File: config.mk
export PLATFORM = sky130hd
export DESIGN_NAME = fp_mant_addsub_pipe_flat
export DESIGN_NICKNAME = d
export VERILOG_FILES = /design/src/rtl/fp_mant_addsub_pipe_if.sv /design/src/rtl/fp_mant_addsub_pipe.sv /design/src/flat_wrapper.sv
export SDC_FILE = /design/constraint.sdc
export NUM_CORES = 1
export LEC_CHECK = 0
export BUFFER_PORTS_ARGS = -buffer_cell sky130_fd_sc_hd__buf_2
export CORE_UTILIZATION = 42
export CTS_BUF_LIST = sky130_fd_sc_hd__clkbuf_2 sky130_fd_sc_hd__clkbuf_4 sky130_fd_sc_hd__clkbuf_8
export CTS_CLUSTER_SIZE = 16
export DETAILED_ROUTE_END_ITERATION = 10
export HOLD_SLACK_MARGIN = 0.1
export PLACE_DENSITY = 0.66
export RECOVER_POWER = 50
export SKIP_LAST_GASP = 1
export SYNTH_ARGS = -nofsm -noshare
export SYNTH_HDL_FRONTEND = slang
export SYNTH_SLANG_ARGS = --single-unit
File: constraint.sdc
create_clock -name clk -period 3.8 [get_ports clk]
set_clock_uncertainty 0.05 [all_clocks]
set_input_delay 0.38 -clock clk [delete_from_list [all_inputs] [get_ports clk]]
set_output_delay 0.38 -clock clk [all_outputs]
set_load 0.03 [all_outputs]
File: src/rtl/fp_mant_addsub_pipe_if.sv
// Operand/result handshake bundle for the mantissa add/sub pipeline.
// FP_MANT_ADDSUB_OP_EN adds the op_sub operand bit.
interface fp_mant_addsub_pipe_if #(
    parameter int MW = 11
) ();
    localparam int LZW = $clog2(MW + 1);

    logic           in_valid;
    logic           in_ready;
    logic           sign_a;
    logic           sign_b;
    logic [MW-1:0]  m_a;
    logic [MW-1:0]  m_b;
`ifdef FP_MANT_ADDSUB_OP_EN
    logic           op_sub;
`endif
    logic           out_valid;
    logic           out_ready;
    logic           res_sign;
    logic [MW-1:0]  res_mant;
    logic           res_carry;
    logic [LZW-1:0] res_lzc;
    logic           res_lost;
    logic           res_zero;

    modport master (
`ifdef FP_MANT_ADDSUB_OP_EN
        output op_sub,
`endif
        output in_valid, sign_a, sign_b, m_a, m_b, out_ready,
        input  in_ready, out_valid, res_sign, res_mant,
        input  res_carry, res_lzc, res_lost, res_zero
    );

    modport slave (
`ifdef FP_MANT_ADDSUB_OP_EN
        input  op_sub,
`endif
        input  in_valid, sign_a, sign_b, m_a, m_b, out_ready,
        output in_ready, out_valid, res_sign, res_mant,
        output res_carry, res_lzc, res_lost, res_zero
    );
endinterface

File: src/rtl/fp_mant_addsub_pipe.sv
// Two-stage sign-magnitude mantissa add/sub with post-add normalisation.
// Optional FP_MANT_ADDSUB_OP_EN: op_sub inverts the effective sign of B.
module fp_mant_addsub_pipe #(
    parameter int MW = 11
) (
    input logic                  clk,
    input logic                  rst,
    fp_mant_addsub_pipe_if.slave bus
);
    localparam int LZW = $clog2(MW + 1);

    logic           v1_q;
    logic           v2_q;
    logic [MW:0]    s1_sum_q;
    logic           s1_sign_q;
    logic           res_sign_q;
    logic [MW-1:0]  res_mant_q;
    logic           res_carry_q;
    logic [LZW-1:0] res_lzc_q;
    logic           res_lost_q;
    logic           res_zero_q;

    logic           ld1;
    logic           ld2;
    logic           sb_eff;
    logic [MW:0]    sum_d;
    logic           sign_d;
    logic [MW-1:0]  mant_d;
    logic           carry_d;
    logic [LZW-1:0] lzc_d;
    logic           lost_d;
    logic           zero_d;
    logic           found;

`ifdef FP_MANT_ADDSUB_OP_EN
    assign sb_eff = bus.sign_b ^ bus.op_sub;
`else
    assign sb_eff = bus.sign_b;
`endif

    assign bus.in_ready  = !v1_q || !v2_q || bus.out_ready;
    assign ld1           = bus.in_valid && bus.in_ready;
    assign ld2           = v1_q && (!v2_q || bus.out_ready);

    assign bus.out_valid = v2_q;
    assign bus.res_sign  = res_sign_q;
    assign bus.res_mant  = res_mant_q;
    assign bus.res_carry = res_carry_q;
    assign bus.res_lzc   = res_lzc_q;
    assign bus.res_lost  = res_lost_q;
    assign bus.res_zero  = res_zero_q;

    // Stage 1: magnitude add or larger-minus-smaller, sign follows the winner.
    always_comb begin
        sum_d  = '0;
        sign_d = 1'b0;
        if (bus.sign_a == sb_eff) begin
            sum_d  = {1'b0, bus.m_a} + {1'b0, bus.m_b};
            sign_d = bus.sign_a;
        end else if (bus.m_a > bus.m_b) begin
            sum_d  = {1'b0, bus.m_a - bus.m_b};
            sign_d = bus.sign_a;
        end else if (bus.m_b > bus.m_a) begin
            sum_d  = {1'b0, bus.m_b - bus.m_a};
            sign_d = sb_eff;
        end
    end

    // Stage 2: carry right-shift, or leading-zero count and left-shift.
    always_comb begin
        found   = 1'b0;
        lzc_d   = '0;
        for (int i = MW - 1; i >= 0; i--) begin
            if (!found && s1_sum_q[i]) begin
                found = 1'b1;
                lzc_d = LZW'(MW - 1 - i);
            end
        end
        carry_d = s1_sum_q[MW];
        zero_d  = (s1_sum_q == '0);
        lost_d  = 1'b0;
        mant_d  = '0;
        if (carry_d) begin
            mant_d = s1_sum_q[MW:1];
            lost_d = s1_sum_q[0];
            lzc_d  = '0;
        end else if (!zero_d) begin
            mant_d = s1_sum_q[MW-1:0] << lzc_d;
        end
    end

    // Pipeline registers and stage-valid flags; reset discards in-flight work.
    always_ff @(posedge clk) begin
        if (rst) begin
            v1_q        <= 1'b0;
            v2_q        <= 1'b0;
            s1_sum_q    <= '0;
            s1_sign_q   <= 1'b0;
            res_sign_q  <= 1'b0;
            res_mant_q  <= '0;
            res_carry_q <= 1'b0;
            res_lzc_q   <= '0;
            res_lost_q  <= 1'b0;
            res_zero_q  <= 1'b0;
        end else begin
            if (ld1) begin
                v1_q      <= 1'b1;
                s1_sum_q  <= sum_d;
                s1_sign_q <= sign_d;
            end else if (ld2) begin
                v1_q <= 1'b0;
            end
            if (ld2) begin
                v2_q        <= 1'b1;
                res_sign_q  <= s1_sign_q;
                res_mant_q  <= mant_d;
                res_carry_q <= carry_d;
                res_lzc_q   <= lzc_d;
                res_lost_q  <= lost_d;
                res_zero_q  <= zero_d;
            end else if (bus.out_ready) begin
                v2_q <= 1'b0;
            end
        end
    end
endmodule
File: src/flat_wrapper.sv
// flat-port wrapper written by rule: the top's interface ports become plain ports
module fp_mant_addsub_pipe_flat 
#(
    parameter int MW = 11
)
  (clk, rst, bus_in_valid, bus_sign_a, bus_sign_b, bus_m_a, bus_m_b, bus_out_ready, bus_in_ready, bus_out_valid, bus_res_sign, bus_res_mant, bus_res_carry, bus_res_lzc, bus_res_lost, bus_res_zero);
  fp_mant_addsub_pipe_if #(.MW(MW)) bus_i ();
  input logic clk;
  input logic rst;
  input wire logic [$bits(bus_i.in_valid)-1:0] bus_in_valid;
  input wire logic [$bits(bus_i.sign_a)-1:0] bus_sign_a;
  input wire logic [$bits(bus_i.sign_b)-1:0] bus_sign_b;
  input wire logic [$bits(bus_i.m_a)-1:0] bus_m_a;
  input wire logic [$bits(bus_i.m_b)-1:0] bus_m_b;
  input wire logic [$bits(bus_i.out_ready)-1:0] bus_out_ready;
  output wire logic [$bits(bus_i.in_ready)-1:0] bus_in_ready;
  output wire logic [$bits(bus_i.out_valid)-1:0] bus_out_valid;
  output wire logic [$bits(bus_i.res_sign)-1:0] bus_res_sign;
  output wire logic [$bits(bus_i.res_mant)-1:0] bus_res_mant;
  output wire logic [$bits(bus_i.res_carry)-1:0] bus_res_carry;
  output wire logic [$bits(bus_i.res_lzc)-1:0] bus_res_lzc;
  output wire logic [$bits(bus_i.res_lost)-1:0] bus_res_lost;
  output wire logic [$bits(bus_i.res_zero)-1:0] bus_res_zero;
  assign bus_i.in_valid = bus_in_valid;
  assign bus_i.sign_a = bus_sign_a;
  assign bus_i.sign_b = bus_sign_b;
  assign bus_i.m_a = bus_m_a;
  assign bus_i.m_b = bus_m_b;
  assign bus_i.out_ready = bus_out_ready;
  assign bus_in_ready = bus_i.in_ready;
  assign bus_out_valid = bus_i.out_valid;
  assign bus_res_sign = bus_i.res_sign;
  assign bus_res_mant = bus_i.res_mant;
  assign bus_res_carry = bus_i.res_carry;
  assign bus_res_lzc = bus_i.res_lzc;
  assign bus_res_lost = bus_i.res_lost;
  assign bus_res_zero = bus_i.res_zero;
  fp_mant_addsub_pipe #(.MW(MW)) u_core (.clk(clk), .rst(rst), .bus(bus_i));
endmodule
=== Word-level counts from Yosys, hierarchy flattened ===
Cells that the tools add are included.

* Output and inout bits: 21
* Logic and storage cells: 81
* Bits in registers: 34
* Bits of input ports: 28

* Eq/ne operators: 1
* Order comparisons: 2
* Mux-type cells: 34
* Reductions and logical operators: 30
* $add $sub $neg: 3
* Shifts and indexed selects: 1

{| class="wikitable"
|+ Operator list
! cell !! count
|-
| $mux W11 || 3
|-
| $mux W12 || 2
|-
| $gt A11 B11 Y1 || 2
|-
| $sub A11 B11 Y11 || 2
|-
| $mux W1 || 19
|-
| $mux W4 || 4
|-
| $add A11 B11 Y12 || 1
|-
| $logic_and A1 B1 Y1 || 12
|-
| $logic_not A1 Y1 || 12
|-
| $logic_not A12 Y1 || 1
|-
| $mux W3 || 4
|-
| $shl A11 B4 Y11 || 1
|-
| $mux W2 || 2
|-
| $reduce_bool A2 Y1 || 2
|-
| $logic_or A1 B1 Y1 || 3
|-
| $eq A1 B1 Y1 || 1
|}

=== Depth between registers and ports, before layout ===
Gate-level depths: netlist (run 1).

* Word-level depth: 34
* Gate-level depth with buffers: 11
* Depth with buffers taken out: 11

=== Worst setup path after synthesis (run 1) ===
OpenSTA, ideal clock, no wires.

* Path kind: input-to-reg
* From: input bus_m_b[2]
* To: register u_core.s1_sum_q[10]
* Arrival time: 2.287 ns
* Data required time: 3.647 ns
* Cell stages on the path: 10
* Setup slack: 1.359 ns
* Path through: inv_1 > ha_1 > buf_2 > nor2_1 > o311ai_0 > a211oi_1 > a221oi_1 > xnor2_1 > nor2_1 > a2111oi_2

* Word-level cells in the longest chain between the ends: 4

{| class="wikitable"
|+ RTL lines
! element !! RTL line !! text
|-
| from (decl) || flat_wrapper.sv:14 || <nowiki>input wire logic [$bits(bus_i.m_b)-1:0] bus_m_b;</nowiki>
|-
| $sub A11 B11 Y11 / $gt A11 B11 Y1 (equally long branches) || fp_mant_addsub_pipe.sv:64, fp_mant_addsub_pipe.sv:63 ||
|-
| $mux W11 || fp_mant_addsub_pipe.sv:63 || <nowiki>end else if (bus.m_b > bus.m_a) begin</nowiki>
|-
| $mux W12 || fp_mant_addsub_pipe.sv:60 || <nowiki>end else if (bus.m_a > bus.m_b) begin</nowiki>
|-
| $mux W12 (*) || fp_mant_addsub_pipe.sv:57 || <nowiki>if (bus.sign_a == sb_eff) begin</nowiki>
|-
| to (signal assigned) || fp_mant_addsub_pipe.sv:108 || <nowiki>s1_sum_q <= sum_d;</nowiki>
|-
| to (decl) || fp_mant_addsub_pipe.sv:14 || <nowiki>logic [MW:0] s1_sum_q;</nowiki>
|}

Every way passes the cells marked *; elsewhere a longest branch is shown, timed or not.
A chain may end at the register's enable or synchronous reset.

=== Worst setup path in the final report (run 1) ===
* From: input bus_m_b[4]
* To: register u_core.s1_sum_q[6]

The elaborated chain is that of the path after synthesis.

==> flow_summary_export.csv, run 1 <==
group,metric,value,unit
floorplan,start_util,44.4,%
route,ant_nets,0,
cells_and_area,syn_to_final_growth,8.07,%
cells_and_area,layout.nets,555,
critical_path,r2r_slack,1200,ps
cts,clkSlewWorstSetupHoldPaths,70,ps
cts,cts_buffers,5,
global_route,gr-total-overflow,0,
route,post_drt_wl_per_cell,14.6,µm
synth,synth_cell_types,69,
sta,timing.fmax,365,MHz
place,portBuffers,48,
critical_path,critPathMaxStageDelay,510,ps
floorplan,rows,32,
cts,cts_root_buf,"clkbuf_8",
critical_path,startpoint_type,"input port",
cells_and_area,final_area,3790,µm²
place,place_area,3710,µm²
power_and_ir_drop,fin_total_pwr,1.32,mW
cells_and_area,drive_gt1_share,11.2,%
synth,synth.area.top_cells,"dfxtp_1 19%, ha_1 12%, a21oi_1 5.6%, xnor2_1 5.5%, nor2_1 4.9%",
cts,cts_tree,"done",
synth,synth.ff_latch_count,34,
synth,synth_top_area_share,19.4,%
critical_path,crit_arrival,2870,ps
cts,postCtsSetupBuffers,0,
route,vias,3404,
global_route,grt_pass1_wl,15.0,mm
route,via_per_inst,5.73,
synth,netlist_area,3500,µm²
global_route,grt_usage,21.0,%
outcome,violations,"max-capacitance violations, max-slew violations",
power_and_ir_drop,power_density,350,nW/µm²
synth,yosysSeqAreaShare,19.4,%
cts,holdBufCountCts,0,
cts,clk_path_buf_depth,2,
route,wl,8.68,mm
synth,synth_most_common_cell,"nor2_1",
critical_path,crit_fanout,12,
cts,htree_levels,2,
sta,slew_violations,35,
synth,synthCells,462,
synth,synth_edf_count,0,
floorplan,die-area,8710,µm²
synth,synth_flop_cell,"dfxtp_1",
critical_path,crit_type,"in2reg",
route,drc,0,
synth,synthArstFlopShare,0,%
sta,worst_pin_slew,1610,ps
floorplan,die_w,93.3,µm
synth,yosysTopAreaCell,"dfxtp_1",
sta,finalCritPeriodShare,72.1,%
sta,hold_viol_final,0,
critical_path,cp_slowest_cell,"ha_1",
synth,synth_common_cells,"46 x nor2_1, 43 x inv_1, 42 x nand2_1",
floorplan,io_pins,49,
critical_path,worstSetupStartpoint,"bus_m_b[4]",
sta,setup_viol,0,
synth,syn_area_per_cell,7.59,µm²
critical_path,path_cells,"buf_2 -> inv_1 -> ha_1 -> nand2_1 -> a211oi_1 -> o21ai_0 -> a311oi_1 -> and2_4 -> a221oi_2 -> a2111oi_2",
place,gp_congestion,0.926,
hold_path,hold_class,"in2reg",
critical_path,worstSetupEndpointType,"register",
synth,syn-num-nets,526,
synth,yosys_warnings,0,
sta,slew_headroom,-7.31,%
cts,clock_latency,290,ps
sta,rsz0062_at_grt,"false",
floorplan,die_y,93.3,µm
route,drt_iter0_drc,146,
global_route,grt_pass1_vias,3199,
critical_path,rr_worst_depth,7,
critical_path,worstPathRequired,3930,ps
cells_and_area,diodes,0,
power_and_ir_drop,p_leak,1.56,nW
place,dp_hpwl,6.84,mm
critical_path,r2r-end,"u_core.bus.res_mant[7]$_SDFFE_PP0P_",
critical_path,crit_path_end,"u_core.s1_sum_q[6]$_SDFFE_PP0P_",
floorplan,fp.coreArea,7890,µm²
global_route,grt_max_degree,35,
sta,min_period,2740,ps
sta,setup-tns-final,0,ps
power_and_ir_drop,vdd_ir_drop_max,0.000163,V
global_route,antenna_found_initial,0,
cts,cts_resized,0,
critical_path,r2r-start,"u_core.s1_sum_q[9]$_SDFFE_PP0P_",
route,drtPass1Iterations,5,
flow_run,maxCapViolations,1,
cts,clock_sinks,34,
outcome,outcome,"finished with violations",
[cell usage in the layout (no fill, tap or decap), types with 4 or more instances in the layout]
cell	instances
o311ai_0	4
a22oi_1	4
a211oi_1	14
o21ai_0	19
nor2_1	46
a221oi_1	14
o22ai_1	4
clkbuf_8	8
nor2b_1	5
mux2i_1	8
nand3_1	7
nand2b_1	11
nor4_1	7
a21oi_1	39
dfxtp_1	34
xnor2_1	22
clkbuf_1	23
nand2_1	42
nor3_1	16
ha_1	33
buf_2	26
inv_1	43
o21a_1	4
[how the worst min path moves through the flow]
stage | to | slack [ps] | cells after the start | startpoint
3_5_place_dp | u_core.bus.res_carry$_SDFFE_PP0P_ | 400 | 2 | u_core.bus.res_carry$_SDFFE_PP0P_
5_1_grt | u_core.v1_q$_SDFFE_PP0P_ | 320 | 3 | bus_in_valid
4_1_cts | u_core.v1_q$_SDFFE_PP0P_ | 280 | 3 | bus_in_valid
2_1_floorplan | u_core.bus.res_sign$_SDFFE_PP0P_ | 380 | 2 | u_core.s1_sign_q$_SDFFE_PP0P_
6_report | u_core.v1_q$_SDFFE_PP0P_ | 280 | 3 | bus_in_valid
3_3_place_gp | u_core.bus.res_lzc[2]$_SDFFE_PP0P_ | 390 | 2 | u_core.bus.res_lzc[2]$_SDFFE_PP0P_
[power by group]
| part | switching, mW | internal (mW) |
|---|---|---|
| registers | 0.0422 | 0.386 |
| clock network | 0.131 | 0.183 |
| logic | 0.358 | 0.225 |
| total | 0.531 | 0.793 |
[worst max-delay path, delay by kind of cell]
family / cells / cell delay [ps]
buffers and inverters: 2 / 140
AND/OR/NAND/NOR: 2 / 480
adder cells (fa/ha/maj): 1 / 510
AO/OA/AOI/OAI: 5 / 1360
[per-layer routing]
metal | vias to the layer above | part of all wire (%) | global-route usage, %
met5 | - | 0 | 0
met4 | 0 | 2.2 | 6.92
met3 | 21 | 5.4 | 3.25
met2 | 117 | 48 | 36.0
met1 | 1565 | 45 | 26.8
li1 | 1701 | - | -
[state kept, by name, summed over array words and instances, names as in the netlist]
name                  cells
u_core.v1_q               1
u_core.bus.res_lzc        4
u_core.bus.res_zero       1
u_core.s1_sign_q          1
u_core.bus.res_carry      1
u_core.bus.res_lost       1
u_core.s1_sum_q          12
u_core.bus.res_mant      11
u_core.bus.res_sign       1
u_core.bus.out_valid      1
[cells by family after synthesis]
logic type	Yosys count	share of synthesized area (%)
and+or+nand+nor	156	22.1
xor gates and xnor gates	24	6.00
adders and majority gates	36	13.5
AOI/OAI and AO/OA	134	27.2
muxes	8	2.28
DFF	34	19.4
buffers and inverters	70	9.50
[area by class of cell]
class	instances	area [µm²]
Tap cell	102	128
Fill cell	823	4100
Inverter	43	161
Timing Repair Buffer	49	216
Multi-Input combinational cell	358	2490
Sequential cell	34	681
Clock buffer	8	110
[stage by stage]
| stage | setup slack (ps) | hold WS, ps | std cells | utilization, % |
|---|---|---|---|---|
| final | 1060 | 279 | 594 | 48.0 |
| after global routing | 739 | 320 | 594 | 48.0 |
| after CTS | 1060 | 281 | 594 | 48.4 |
| after detailed placement | 766 | 401 | 586 | 47.0 |
| after global placement | 841 | 393 | 586 | 47.0 |
| after floorplan | 1360 | 382 | 462 | - |
Note: power is estimated with default switching activity, not from simulation.
==> run 2, diff against run 1 <==
--- a/config.mk
+++ b/config.mk
@@ -11,7 +11,7 @@
 export CTS_CLUSTER_SIZE = 16
 export DETAILED_ROUTE_END_ITERATION = 10
 export HOLD_SLACK_MARGIN = 0.1
-export PLACE_DENSITY = 0.66
+export PLACE_DENSITY = 0.69
 export RECOVER_POWER = 50
 export SKIP_LAST_GASP = 1
 export SYNTH_ARGS = -nofsm -noshare
==> constraint.sdc (replaced) <==
create_clock -name clk -period 2.2 [get_ports clk]
set_clock_uncertainty 0.05 [all_clocks]
set_input_delay 0.22 -clock clk [delete_from_list [all_inputs] [get_ports clk]]
set_output_delay 0.22 -clock clk [all_outputs]
set_load 0.03 [all_outputs]
==> flow_summary_export.csv, run 2 (synthesis results as in run 1) <==
group,metric,value,unit
cells_and_area,layout_commonest_cell,"buf_4",
critical_path,r2r_slack,120,ps
route,drt_iter0_drc,170,
power_and_ir_drop,vdd_ir_drop_max,0.000255,V
sta,timing.fmax,452,MHz
power_and_ir_drop,combPwrFrac,52.5,%
cells_and_area,diodes,0,
outcome,outcome,"finished with violations",
power_and_ir_drop,seqPwrFrac,26.7,%
sta,hold_viol_final,0,
power_and_ir_drop,p_leak,2.13,nW
power_and_ir_drop,power_density,555,nW/µm²
power_and_ir_drop,power.share.clock,20.8,%
global_route,grt_max_degree,22,
floorplan,die_y,93.3,µm
place,portBuffers,48,
cts,clock_latency,280,ps
global_route,grt_pass1_wl,15.8,mm
outcome,violations,"negative setup slack",
route,drtPass1Iterations,4,
sta,slew_violations,0,
cts,clkSlewWorstSetupHoldPaths,70,ps
critical_path,worstPathRequired,2350,ps
sta,setup_viol,2,
cts,cts_buffers,5,
sta,slew_headroom,40.3,%
floorplan,die_w,93.3,µm
critical_path,rr_worst_depth,9,
cells_and_area,layout_common_cells,"104 x buf_4, 45 x nor2_1, 42 x nand2_1",
flow_run,maxCapViolations,0,
sta,worst_slack,-11.2,ps
cts,clk_path_buf_depth,2,
route,drc,0,
floorplan,start_util,44.4,%
floorplan,rows,32,
route,post_drt_wl_per_cell,13.9,µm
cts,clock_sinks,34,
power_and_ir_drop,power.internal,1.66,mW
cells_and_area,final_area,4810,µm²
cts,htree_levels,2,
cells_and_area,largest_reg_flops,12,
global_route,gr-total-overflow,0,
hold_path,worstHoldPathCells,3,
cells_and_area,layout.nets,666,
global_route,grt_usage,22.3,%
hold_path,hold_class,"in2reg",
floorplan,fp.coreArea,7890,µm²
critical_path,r2r-end,"u_core.bus.res_mant[9]$_SDFFE_PP0P_",
power_and_ir_drop,netSwitchingFraction,37.9,%
cells_and_area,drive_gt1_share,31.8,%
cts,holdBufCountCts,0,
place,place_area,4500,µm²
floorplan,die-area,8710,µm²
cts,cts_tree,"done",
sta,worst_pin_slew,895,ps
critical_path,worstSetupEndpointType,"register",
cells_and_area,syn_to_final_growth,37.3,%
critical_path,startpoint_type,"input port",
critical_path,crit_fanout,5,
critical_path,crit_arrival,2360,ps
place,dp_hpwl,7.79,mm
route,ant_nets,0,
place,pre_cts_ws,-401,ps
critical_path,r2r-start,"u_core.s1_sum_q[9]$_SDFFE_PP0P_",
floorplan,io_pins,49,
power_and_ir_drop,p_sw,1.01,mW
critical_path,crit_type,"in2reg",
sta,rsz0062_at_grt,"true",
cts,cts_root_buf,"clkbuf_8",
cells_and_area,top_register,"u_core.s1_sum_q",
hold_path,holdPathEnd,"u_core.v1_q$_SDFFE_PP0P_",
power_and_ir_drop,fin_total_pwr,2.67,mW
global_route,grt_pass1_vias,3571,
sta,finalCritPeriodShare,101,%
route,via_per_inst,5.40,
sta,min_period,2210,ps
route,wl,9.81,mm
hold_path,holdCritStartpoint,"bus_in_valid",
global_route,antenna_found_initial,0,
route,vias,3807,
place,gp_congestion,0.900,
-- run 2: critical path: stages --
cell and delay [ps]:
buf_8 80, clkinvlp_4 80, buf_6 120, ha_4 240
nor2b_4 120, o31a_1 260, or3_4 390, a21oi_4 230
and2_4 210, buf_4 120, a22oi_1 70, a211oi_1 210
-- run 2: worst max-delay path by stage --
| stage | from | endpoint | slack [ps] | depth (start not counted) |
|---|---|---|---|---|
| floorplan | bus_m_b[1] | u_core.s1_sum_q[10]$_SDFFE_PP0P_ | -7 | 10 |
| global route | bus_m_b[1] | u_core.s1_sum_q[2]$_SDFFE_PP0P_ | -140 | 12 |
| global placement | bus_m_b[0] | u_core.s1_sum_q[10]$_SDFFE_PP0P_ | -330 | 12 |
| finish | bus_m_b[1] | u_core.s1_sum_q[4]$_SDFFE_PP0P_ | -10 | 12 |
| CTS | bus_m_b[1] | u_core.s1_sign_q$_SDFFE_PP0P_ | 0.2 | 11 |
| detailed placement | bus_m_b[0] | u_core.s1_sum_q[4]$_SDFFE_PP0P_ | -400 | 12 |
-- run 2: layer usage --
metal  GRT usage (%)  up-vias  wire (µm)
li1                -     1912          -
met1            27.1     1762       4290
met2            40.4      106       4880
met3            2.11       27        359
met4            8.21        0        287
met5               0        -          0
-- run 2: timing repair --
action,in CTS,in global routing
gates cloned,1,0
setup buffers,0,9
setup endpoints to repair,10,13
resized for setup,5,31
pin swaps,2,19
-- run 2: layout make-up --
cell class | instances | area, µm²
Clock inverter | 3 | 40.0
Tap cell | 102 | 128
Fill cell | 701 | 3080
Multi-Input combinational cell | 359 | 2650
Clock buffer | 5 | 68.8
Inverter | 43 | 168
Sequential cell | 34 | 681
Timing Repair Buffer | 159 | 1080
-- run 2: metrics by stage --
| step | TNS (ps) | util [%] | std cells | hold slack, ps |
|---|---|---|---|---|
| 2_1_floorplan | -18.5 | - | 462 | 299 |
| 3_3_place_gp | -3630 | 57.1 | 687 | 391 |
| 3_5_place_dp | -4440 | 57.1 | 687 | 396 |
| 4_1_cts | 0 | 58.9 | 696 | 129 |
| 5_1_grt | -800 | 61.0 | 705 | 139 |
| 6_report | -15.3 | 61.0 | 705 | 132 |
-- run 2: power groups by stage --
stage / registers [mW] / logic, mW / clock network (mW)
after CTS: 0.713 / 1.32 / 0.566
after global routing: 0.721 / 1.53 / 0.599
after global placement: 0.724 / 1.28 / 0
final: 0.714 / 1.40 / 0.555
after detailed placement: 0.727 / 1.30 / 0
after floorplan: 0.759 / 0.785 / 0
